## src/rtl/seq_scan_ctrl_if.sv

```systemverilog
// seq_scan_ctrl_if
//   Bundles the scan controller's request, serial-detector and result signals.
//   Parameters: WIDTH (bits per word), IDXW (bit index width), CNTW (hit counter width).
//   Handshake semantics:
//     - start is a level request. It is accepted on a clock edge only while the
//       controller is idle (busy=0). While busy=1 it is ignored, not queued.
//     - ser_vld is a valid with an implicit, always-ready sink. The detector must
//       consume ser_bit on every edge where ser_vld=1. det_hit is only
//       meaningful in that same cycle.
//     - det_clr and done are single-cycle pulses with no acknowledge.
//   Modports:
//     - master: the side that owns the word and the detector (board or bench).
//     - slave:  the scan controller.
interface seq_scan_ctrl_if #(
  parameter int WIDTH = 8,
  parameter int IDXW  = 3,
  parameter int CNTW  = 4
);
  logic [WIDTH-1:0] din;
  logic             start;
  logic             step_mode;
  logic             step;
  logic             keep;
  logic             ser_bit;
  logic             ser_vld;
  logic             det_clr;
  logic             det_hit;
  logic             busy;
  logic             done;
  logic [CNTW-1:0]  hit_cnt;
  logic [IDXW-1:0]  first_pos;
  logic             first_vld;

  modport master (
    output din, start, step_mode, step, keep, det_hit,
    input  ser_bit, ser_vld, det_clr, busy, done, hit_cnt, first_pos, first_vld
  );

  modport slave (
    input  din, start, step_mode, step, keep, det_hit,
    output ser_bit, ser_vld, det_clr, busy, done, hit_cnt, first_pos, first_vld
  );
endinterface

```

## src/rtl/seq_scan_ctrl.sv

```systemverilog
// seq_scan_ctrl
//   Latches a parallel word and feeds it MSB first into an external Mealy
//   1011 detector. A scan runs either free (one bit per clock) or single-step
//   (one bit per rising edge of the step input). The detector is cleared
//   before the word unless keep is set at start. Hits are counted with
//   saturation, and the index of the first hit is recorded.
// Ports:
//   i_clk       : system clock, rising edge.
//   i_rst       : synchronous reset, active low.
//   bus         : seq_scan_ctrl_if.slave, which carries
//                   - request inputs: din, start, step_mode, step, keep
//                   - detector link: ser_bit, ser_vld, det_clr, det_hit
//                   - status and results: busy, done, hit_cnt, first_pos, first_vld
//   o_dbg_state : current FSM state (0 IDLE, 1 CLR, 2 SHIFT, 3 DONE).
module seq_scan_ctrl #(
  parameter int WIDTH = 8,
  parameter int IDXW  = 3,
  parameter int CNTW  = 4
) (
  input  logic         i_clk,
  input  logic         i_rst,
  seq_scan_ctrl_if.slave bus,
  output logic [1:0]   o_dbg_state
);

  typedef enum logic [1:0] {
    S_IDLE  = 2'd0,
    S_CLR   = 2'd1,
    S_SHIFT = 2'd2,
    S_DONE  = 2'd3
  } state_t;

  state_t           r_state;
  logic [WIDTH-1:0] r_shreg;
  logic [IDXW-1:0]  r_bitidx;
  logic [CNTW-1:0]  r_hit_cnt;
  logic [IDXW-1:0]  r_first_pos;
  logic             r_first_vld;
  logic             r_mode;
  logic             r_step_q;
  logic             r_busy;
  logic             r_done;
  logic             r_det_clr;

  logic             w_step_rise;
  logic             w_vld;
  logic             w_last;

  // ser_vld must be combinational on step. The detector consumes the bit on
  // the same edge where the controller sees the step rise.
  assign w_step_rise = bus.step & ~r_step_q;
  assign w_vld       = (r_state == S_SHIFT) && (r_mode ? w_step_rise : 1'b1);
  assign w_last      = (r_bitidx == IDXW'(WIDTH - 1));

  always_ff @(posedge i_clk) begin
    if (!i_rst) begin
      r_state     <= S_IDLE;
      r_shreg     <= '0;
      r_bitidx    <= '0;
      r_hit_cnt   <= '0;
      r_first_pos <= '0;
      r_first_vld <= 1'b0;
      r_mode      <= 1'b0;
      // Preset high so a step input held high through reset does not count
      // as a rising edge.
      r_step_q    <= 1'b1;
      r_busy      <= 1'b0;
      r_done      <= 1'b0;
      r_det_clr   <= 1'b0;
    end else begin
      // Sample step in every state. Edges seen outside SHIFT are discarded.
      r_step_q <= bus.step;
      case (r_state)
        S_IDLE: begin
          if (bus.start) begin
            r_shreg     <= bus.din;
            r_bitidx    <= '0;
            r_hit_cnt   <= '0;
            r_first_pos <= '0;
            r_first_vld <= 1'b0;
            r_mode      <= bus.step_mode;
            r_busy      <= 1'b1;
            r_det_clr   <= ~bus.keep;
            // keep=1 skips the clear, so a 1011 may span two words.
            r_state     <= bus.keep ? S_SHIFT : S_CLR;
          end
        end
        S_CLR: begin
          r_det_clr <= 1'b0;
          r_state   <= S_SHIFT;
        end
        S_SHIFT: begin
          if (w_vld) begin
            r_shreg  <= {r_shreg[WIDTH-2:0], 1'b0};
            r_bitidx <= r_bitidx + IDXW'(1);
            if (bus.det_hit) begin
              if (r_hit_cnt != {CNTW{1'b1}}) begin
                r_hit_cnt <= r_hit_cnt + CNTW'(1);
              end
              if (!r_first_vld) begin
                r_first_pos <= r_bitidx;
                r_first_vld <= 1'b1;
              end
            end
            if (w_last) begin
              r_done  <= 1'b1;
              r_state <= S_DONE;
            end
          end
        end
        S_DONE: begin
          r_done  <= 1'b0;
          r_busy  <= 1'b0;
          r_state <= S_IDLE;
        end
        default: begin
          r_state <= S_IDLE;
        end
      endcase
    end
  end

  // The MSB is shown only in SHIFT. The shift register already holds the new
  // word during CLR, and the detector must not see it there.
  assign bus.ser_bit   = (r_state == S_SHIFT) & r_shreg[WIDTH-1];
  assign bus.ser_vld   = w_vld;
  assign bus.det_clr   = r_det_clr;
  assign bus.busy      = r_busy;
  assign bus.done      = r_done;
  assign bus.hit_cnt   = r_hit_cnt;
  assign bus.first_pos = r_first_pos;
  assign bus.first_vld = r_first_vld;
  assign o_dbg_state   = r_state;

endmodule

```

## src/flat_wrapper.sv

```systemverilog
// flat-port wrapper written by rule: the top's interface ports become plain ports
module seq_scan_ctrl_flat 
#(
  parameter int WIDTH = 8,
  parameter int IDXW  = 3,
  parameter int CNTW  = 4
)
  (i_clk, i_rst, o_dbg_state, bus_din, bus_start, bus_step_mode, bus_step, bus_keep, bus_det_hit, bus_ser_bit, bus_ser_vld, bus_det_clr, bus_busy, bus_done, bus_hit_cnt, bus_first_pos, bus_first_vld);
  seq_scan_ctrl_if #(.WIDTH(WIDTH), .IDXW(IDXW), .CNTW(CNTW)) bus_i ();
  input  logic i_clk;
  input  logic i_rst;
  output logic [1:0] o_dbg_state;
  input wire logic [$bits(bus_i.din)-1:0] bus_din;
  input wire logic [$bits(bus_i.start)-1:0] bus_start;
  input wire logic [$bits(bus_i.step_mode)-1:0] bus_step_mode;
  input wire logic [$bits(bus_i.step)-1:0] bus_step;
  input wire logic [$bits(bus_i.keep)-1:0] bus_keep;
  input wire logic [$bits(bus_i.det_hit)-1:0] bus_det_hit;
  output wire logic [$bits(bus_i.ser_bit)-1:0] bus_ser_bit;
  output wire logic [$bits(bus_i.ser_vld)-1:0] bus_ser_vld;
  output wire logic [$bits(bus_i.det_clr)-1:0] bus_det_clr;
  output wire logic [$bits(bus_i.busy)-1:0] bus_busy;
  output wire logic [$bits(bus_i.done)-1:0] bus_done;
  output wire logic [$bits(bus_i.hit_cnt)-1:0] bus_hit_cnt;
  output wire logic [$bits(bus_i.first_pos)-1:0] bus_first_pos;
  output wire logic [$bits(bus_i.first_vld)-1:0] bus_first_vld;
  assign bus_i.din = bus_din;
  assign bus_i.start = bus_start;
  assign bus_i.step_mode = bus_step_mode;
  assign bus_i.step = bus_step;
  assign bus_i.keep = bus_keep;
  assign bus_i.det_hit = bus_det_hit;
  assign bus_ser_bit = bus_i.ser_bit;
  assign bus_ser_vld = bus_i.ser_vld;
  assign bus_det_clr = bus_i.det_clr;
  assign bus_busy = bus_i.busy;
  assign bus_done = bus_i.done;
  assign bus_hit_cnt = bus_i.hit_cnt;
  assign bus_first_pos = bus_i.first_pos;
  assign bus_first_vld = bus_i.first_vld;
  seq_scan_ctrl #(.WIDTH(WIDTH), .IDXW(IDXW), .CNTW(CNTW)) u_core (.i_clk(i_clk), .i_rst(i_rst), .bus(bus_i), .o_dbg_state(o_dbg_state));
endmodule
```

## config.mk

```make
export PLATFORM = sky130hd
export DESIGN_NAME = seq_scan_ctrl_flat
export DESIGN_NICKNAME = d
export VERILOG_FILES = /design/src/rtl/seq_scan_ctrl_if.sv /design/src/rtl/seq_scan_ctrl.sv /design/src/flat_wrapper.sv
export SDC_FILE = /design/constraint.sdc
export NUM_CORES = 1
export LEC_CHECK = 0
export ABC_AREA = 1
export BUFFER_PORTS_ARGS = -buffer_cell sky130_fd_sc_hd__buf_2
export CAP_MARGIN = 20
export CORE_MARGIN = 2
export CORE_UTILIZATION = 45
export DETAILED_ROUTE_END_ITERATION = 12
export PLACE_DENSITY = 0.68
export SLEW_MARGIN = 20
export SYNTH_ARGS = -nofsm -noshare
export SYNTH_HDL_FRONTEND = slang
export SYNTH_SLANG_ARGS = --single-unit
```

## constraint.sdc

```tcl
create_clock -name i_clk -period 3.44 [get_ports i_clk]
set_input_delay 0.344 -clock i_clk [delete_from_list [all_inputs] [get_ports i_clk]]
set_output_delay 0.344 -clock i_clk [all_outputs]
set_load 0.01 [all_outputs]
```

# Word-level counts from Yosys, hierarchy flattened
# Cells that the tools add are included.
[word_totals]
output_inout_bits = 15
regBits = 26
wordCells = 75
in_bits = 15
[op_classes]
bitwise = 4
n_addsub = 2
n_eq_ne = 11
reduce_logical = 15
n_mux = 32
[ops]
columns = ["cell", "n"]
rows = [
  ["2-to-1 mux 4 bit", 4],
  ["2-to-1 mux 8 bit", 2],
  ["one-hot mux 8 bit (2 select lines)", 1],
  ["2-to-1 mux 3 bit", 5],
  ["one-hot mux 3 bit (2 select lines)", 2],
  ["inequality test 2 bit, second input constant", 5],
  ["AND reduction 5 bit", 2],
  ["AND reduction 3 bit", 3],
  ["2-to-1 mux 1 bit", 8],
  ["2-to-1 mux 2 bit", 4],
  ["one-hot mux 1 bit (2 select lines)", 4],
  ["one-hot mux 2 bit (4 select lines)", 1],
  ["one-hot mux 4 bit (2 select lines)", 1],
  ["nonzero test 2 bit", 4],
  ["AND reduction 2 bit", 3],
  ["adder 4 x 1 -> 4 bit, second input constant", 1],
  ["== test 2 bit, second input constant", 2],
  ["inequality test 4 bit, second input constant", 1],
  ["AND reduction 4 bit", 1],
  ["adder 3 x 1 -> 3 bit, second input constant", 1],
  ["== test 3 bit, second input constant", 1],
  ["AND 1 bit", 2],
  ["== test 2 x 1 -> 1 bit, second input constant", 1],
  ["logical NOT 2 bit", 1],
  ["other kinds (3)", 4],
]

# Logic depth before layout (Yosys ltp)
[depth]
depth_word = 6
ltp_mapped = 10
depth_no_buf = 10

# Least setup slack after synthesis
# OpenSTA, ideal clock, no wires.
[synth_path]
kind = "reg-to-output"
start = "register u_core.r_state[0] (netlist: u_core.o_dbg_state[0])"
end = "output port bus_ser_vld"
path_slack_ns = 1.908
arrival_time_ns = 1.188
path_buffers = 2
t_required_ns = 3.096
path_stages_with_launch = 7
path_cell_list = "dfxtp_1 -> inv_1 -> ha_1 -> buf_4 -> inv_1 -> buf_2 -> a21oi_1"
[synth_between]
elab_chain_cells = 2
[synth_lines]
columns = ["element", "line_no", "rtl"]
rows = [
  ["start, declared", "seq_scan_ctrl.sv:33", "state_t r_state;"],
  ["start signal, assigned", "seq_scan_ctrl.sv:85", "r_state <= bus.keep ? S_SHIFT : S_CLR;"],
  ["== test 2 bit", "seq_scan_ctrl.sv:52", "assign w_vld = (r_state == S_SHIFT) && (r_mode ? w_step_rise : 1'b1);"],
  ["logical AND 1 bit", "seq_scan_ctrl.sv:52", ""],
  ["end, declared", "flat_wrapper.sv:20", "output wire logic [$bits(bus_i.ser_vld)-1:0] bus_ser_vld;"],
]
# Every way passes these cells.

# Worst setup path after layout
# Same ends and word-level chain as after synthesis.

==> results.cfg <==
[routing]
vias_per_cell = 4.57
drt_wl_total_um = 2840
drtIter0Drc = 54
vias = 1253
final_antenna_net_count = 0
drc = 0
drt-pass1-iter-count = 4
wl_per_cell_um = 10.4

[yosys]
ys_seq_area_share_pct = 36.8
syn_avg_cell_area_um2 = 6.90
synth_cell_types = 26
ys.warnings.count = 0
synth_seq_cells = 26
syn-cell-area_mm2 = 0.00142
postSynthCellCount = 205
synth.net_count = 228

[worst_setup_path]
r2r-end = u_core.r_shreg[0]
ff2ff_setup_slack_ps = 1080
r2r_start = u_core.o_dbg_state[0]
arrival_ps = 2100
start_kind = flip-flop
worstPathMaxFanout = 17
cp-end-kind = output port
path_class = reg -> out
required_ps = 3100
reg2reg_depth = 9

[global_route]
grt_start_max_net_pins = 21
grt_pass1_wl_um = 4940
grt_pass1_vias = 1122
antenna_found_initial = 0
grt_use_total_pct = 17.9
grt_overflow = 0

[cts]
clock-sinks = 26
cts_buffers = 3
cts_setup_buffers = 0
cts_resized = 0
max-clock-path-buffers = 2
cts_tree = done
insertion_delay_ps = 330
cts_hold_buffers = 0
h-tree-depth = 1
clk_pin_slew_ps = 150
cts_root_buffer = clkbuf_4

[sta]
setup_tns_ps = 0
final-setup-viol-count = 0
hold_slack_ps = 208
rsz0062_at_grt = no
relSlewSlack_pct = 57.2
fin_crit_ps = 2450
finalCritPeriodShare_pct = 71.2
maxSlewViolCount = 0
finalClockSkew_ps = 6.78
fin_ws_ps = 992
worstMarginPinSlew_ps = 642
hold_viol = 0
max_freq_ghz = 0.409

[hold_path]
hold_class = in -> reg
holdPathStages = 2
min_from = bus_step
min_to = u_core.r_step_q

[cells_and_area]
final_cell_mix = nand2_1 (60), nor2_1 (34), buf_2 (29)
fin_cells = 274
antenna_cells = 0
finalInstanceArea_mm2 = 0.00160
area_growth_syn_to_layout_pct = 12.7
drive_gt1_share_pct = 20.4
fin_nets = 254
final_common_cell = nand2_1

[flow_run]
drv_cap = 0

[place]
dp_hpwl_um = 2130
place_inst = 270
placed_area_mm2 = 0.00156
globalplace.congestion = 0.793
io_buffer_count = 29
pre_cts_ws_ps = 1100

[floorplan]
core-area_mm2 = 0.00303
die_height_um = 60.1
dieWidth_um = 60.1
ioPinCount = 30
initial_utilization_pct = 46.7
rows = 20
die_area_mm2 = 0.00361

[power_and_ir_drop]
p_leak_nw = 0.846
vdd_drop_max_mv = 0.472
powerDensity_mw_per_mm2 = 816

[run_status]
status = finished clean
## state kept, by name, summed over array words and instances, names as in the netlist
| register | cells |
|---|---|
| u_core.bus.det_clr | 1 |
| u_core.r_shreg | 8 |
| u_core.r_bitidx | 3 |
| u_core.bus.first_pos | 3 |
| u_core.r_mode | 1 |
| u_core.bus.busy | 1 |
| u_core.o_dbg_state | 2 |
| u_core.bus.hit_cnt | 4 |
| u_core.bus.first_vld | 1 |
| u_core.bus.done | 1 |
| u_core.r_step_q | 1 |
## cell usage after synthesis
cell type	instances	share of area, %
nand2_1	60	16
nor2_1	34	9.0
dfxtp_1	26	37
inv_1	18	4.8
o21ai_0	13	4.6
a21oi_1	8	2.8
ha_1	8	7.1
nand4_1	6	2.7
nand3_1	5	1.8
buf_2	3	1.1
inv_2	3	0.80
o21ai_2	3	1.9
buf_4	2	1.1
buf_6	2	1.6
nand2_2	2	0.88
nor2_4	2	1.6
a31oi_1	1	0.44
clkbuf_1	1	0.26
nand3_2	1	0.71
nand3_4	1	1.2
nor3_1	1	0.35
o211a_1	1	0.71
o21ai_1	1	0.35
o21bai_2	1	0.80
or2_1	1	0.44
or2_2	1	0.44
## per-stage QoR
step	total power [mW]	util (%)
2_1_floorplan	1.03	-
3_3_place_gp	1.15	51.5
3_5_place_dp	1.16	51.5
4_1_cts	1.32	52.7
5_1_grt	1.46	52.7
6_report	1.30	52.7
## final cells by class
class,instances,area (µm²)
inverters,21,78.8
flip-flops and latches,26,520
fillers,320,1430
clock buffers,4,36.3
well taps,44,55.1
multi-input cells,150,759
repair buffers,29,145
## critical path: stages, from the launching register on
cell and delay, ps:
dfxtp_1 380, inv_1 110, ha_1 580, inv_1 340, a21oi_1 210, buf_2 150
## power breakdown
group | total [mW] | internal, mW | leakage (nW) | switching, mW
Sequential | 0.479 | 0.404 | 0.214 | 0.0744
Combinational | 0.664 | 0.242 | 0.610 | 0.423
Clock | 0.160 | 0.0648 | 0.0210 | 0.0949
## layer usage
layer	share of wire (%)	track usage (%)	routed length, µm
met5	0	0	0
met4	1.2	4.76	33
met3	4.2	3.90	119
met2	46	29.3	1300
met1	49	23.6	1390
## how the worst max path moves through the flow
| stage | start | to | slack, ps |
|---|---|---|---|
| 6_report | u_core.o_dbg_state[0] | bus_ser_vld | 990 |
| 2_1_floorplan | u_core.o_dbg_state[0] | bus_ser_vld | 1910 |
| 4_1_cts | u_core.o_dbg_state[0] | bus_ser_vld | 980 |
| 3_3_place_gp | u_core.o_dbg_state[0] | u_core.r_shreg[0] | 1200 |
| 3_5_place_dp | u_core.o_dbg_state[0] | u_core.r_shreg[0] | 1100 |
| 5_1_grt | u_core.o_dbg_state[0] | u_core.r_shreg[0] | 830 |
## logic make-up after synthesis
family / count (synthesis) / synth area share [%]
flip-flops: 26 / 36.8
AO/OA/AOI/OAI: 28 / 11.6
adder cells (fa/ha/maj): 8 / 7.07
AND/OR/NAND/NOR: 114 / 35.0
buffers and inverters: 29 / 9.55
No activity file was read; power rests on OpenSTA's default activity.
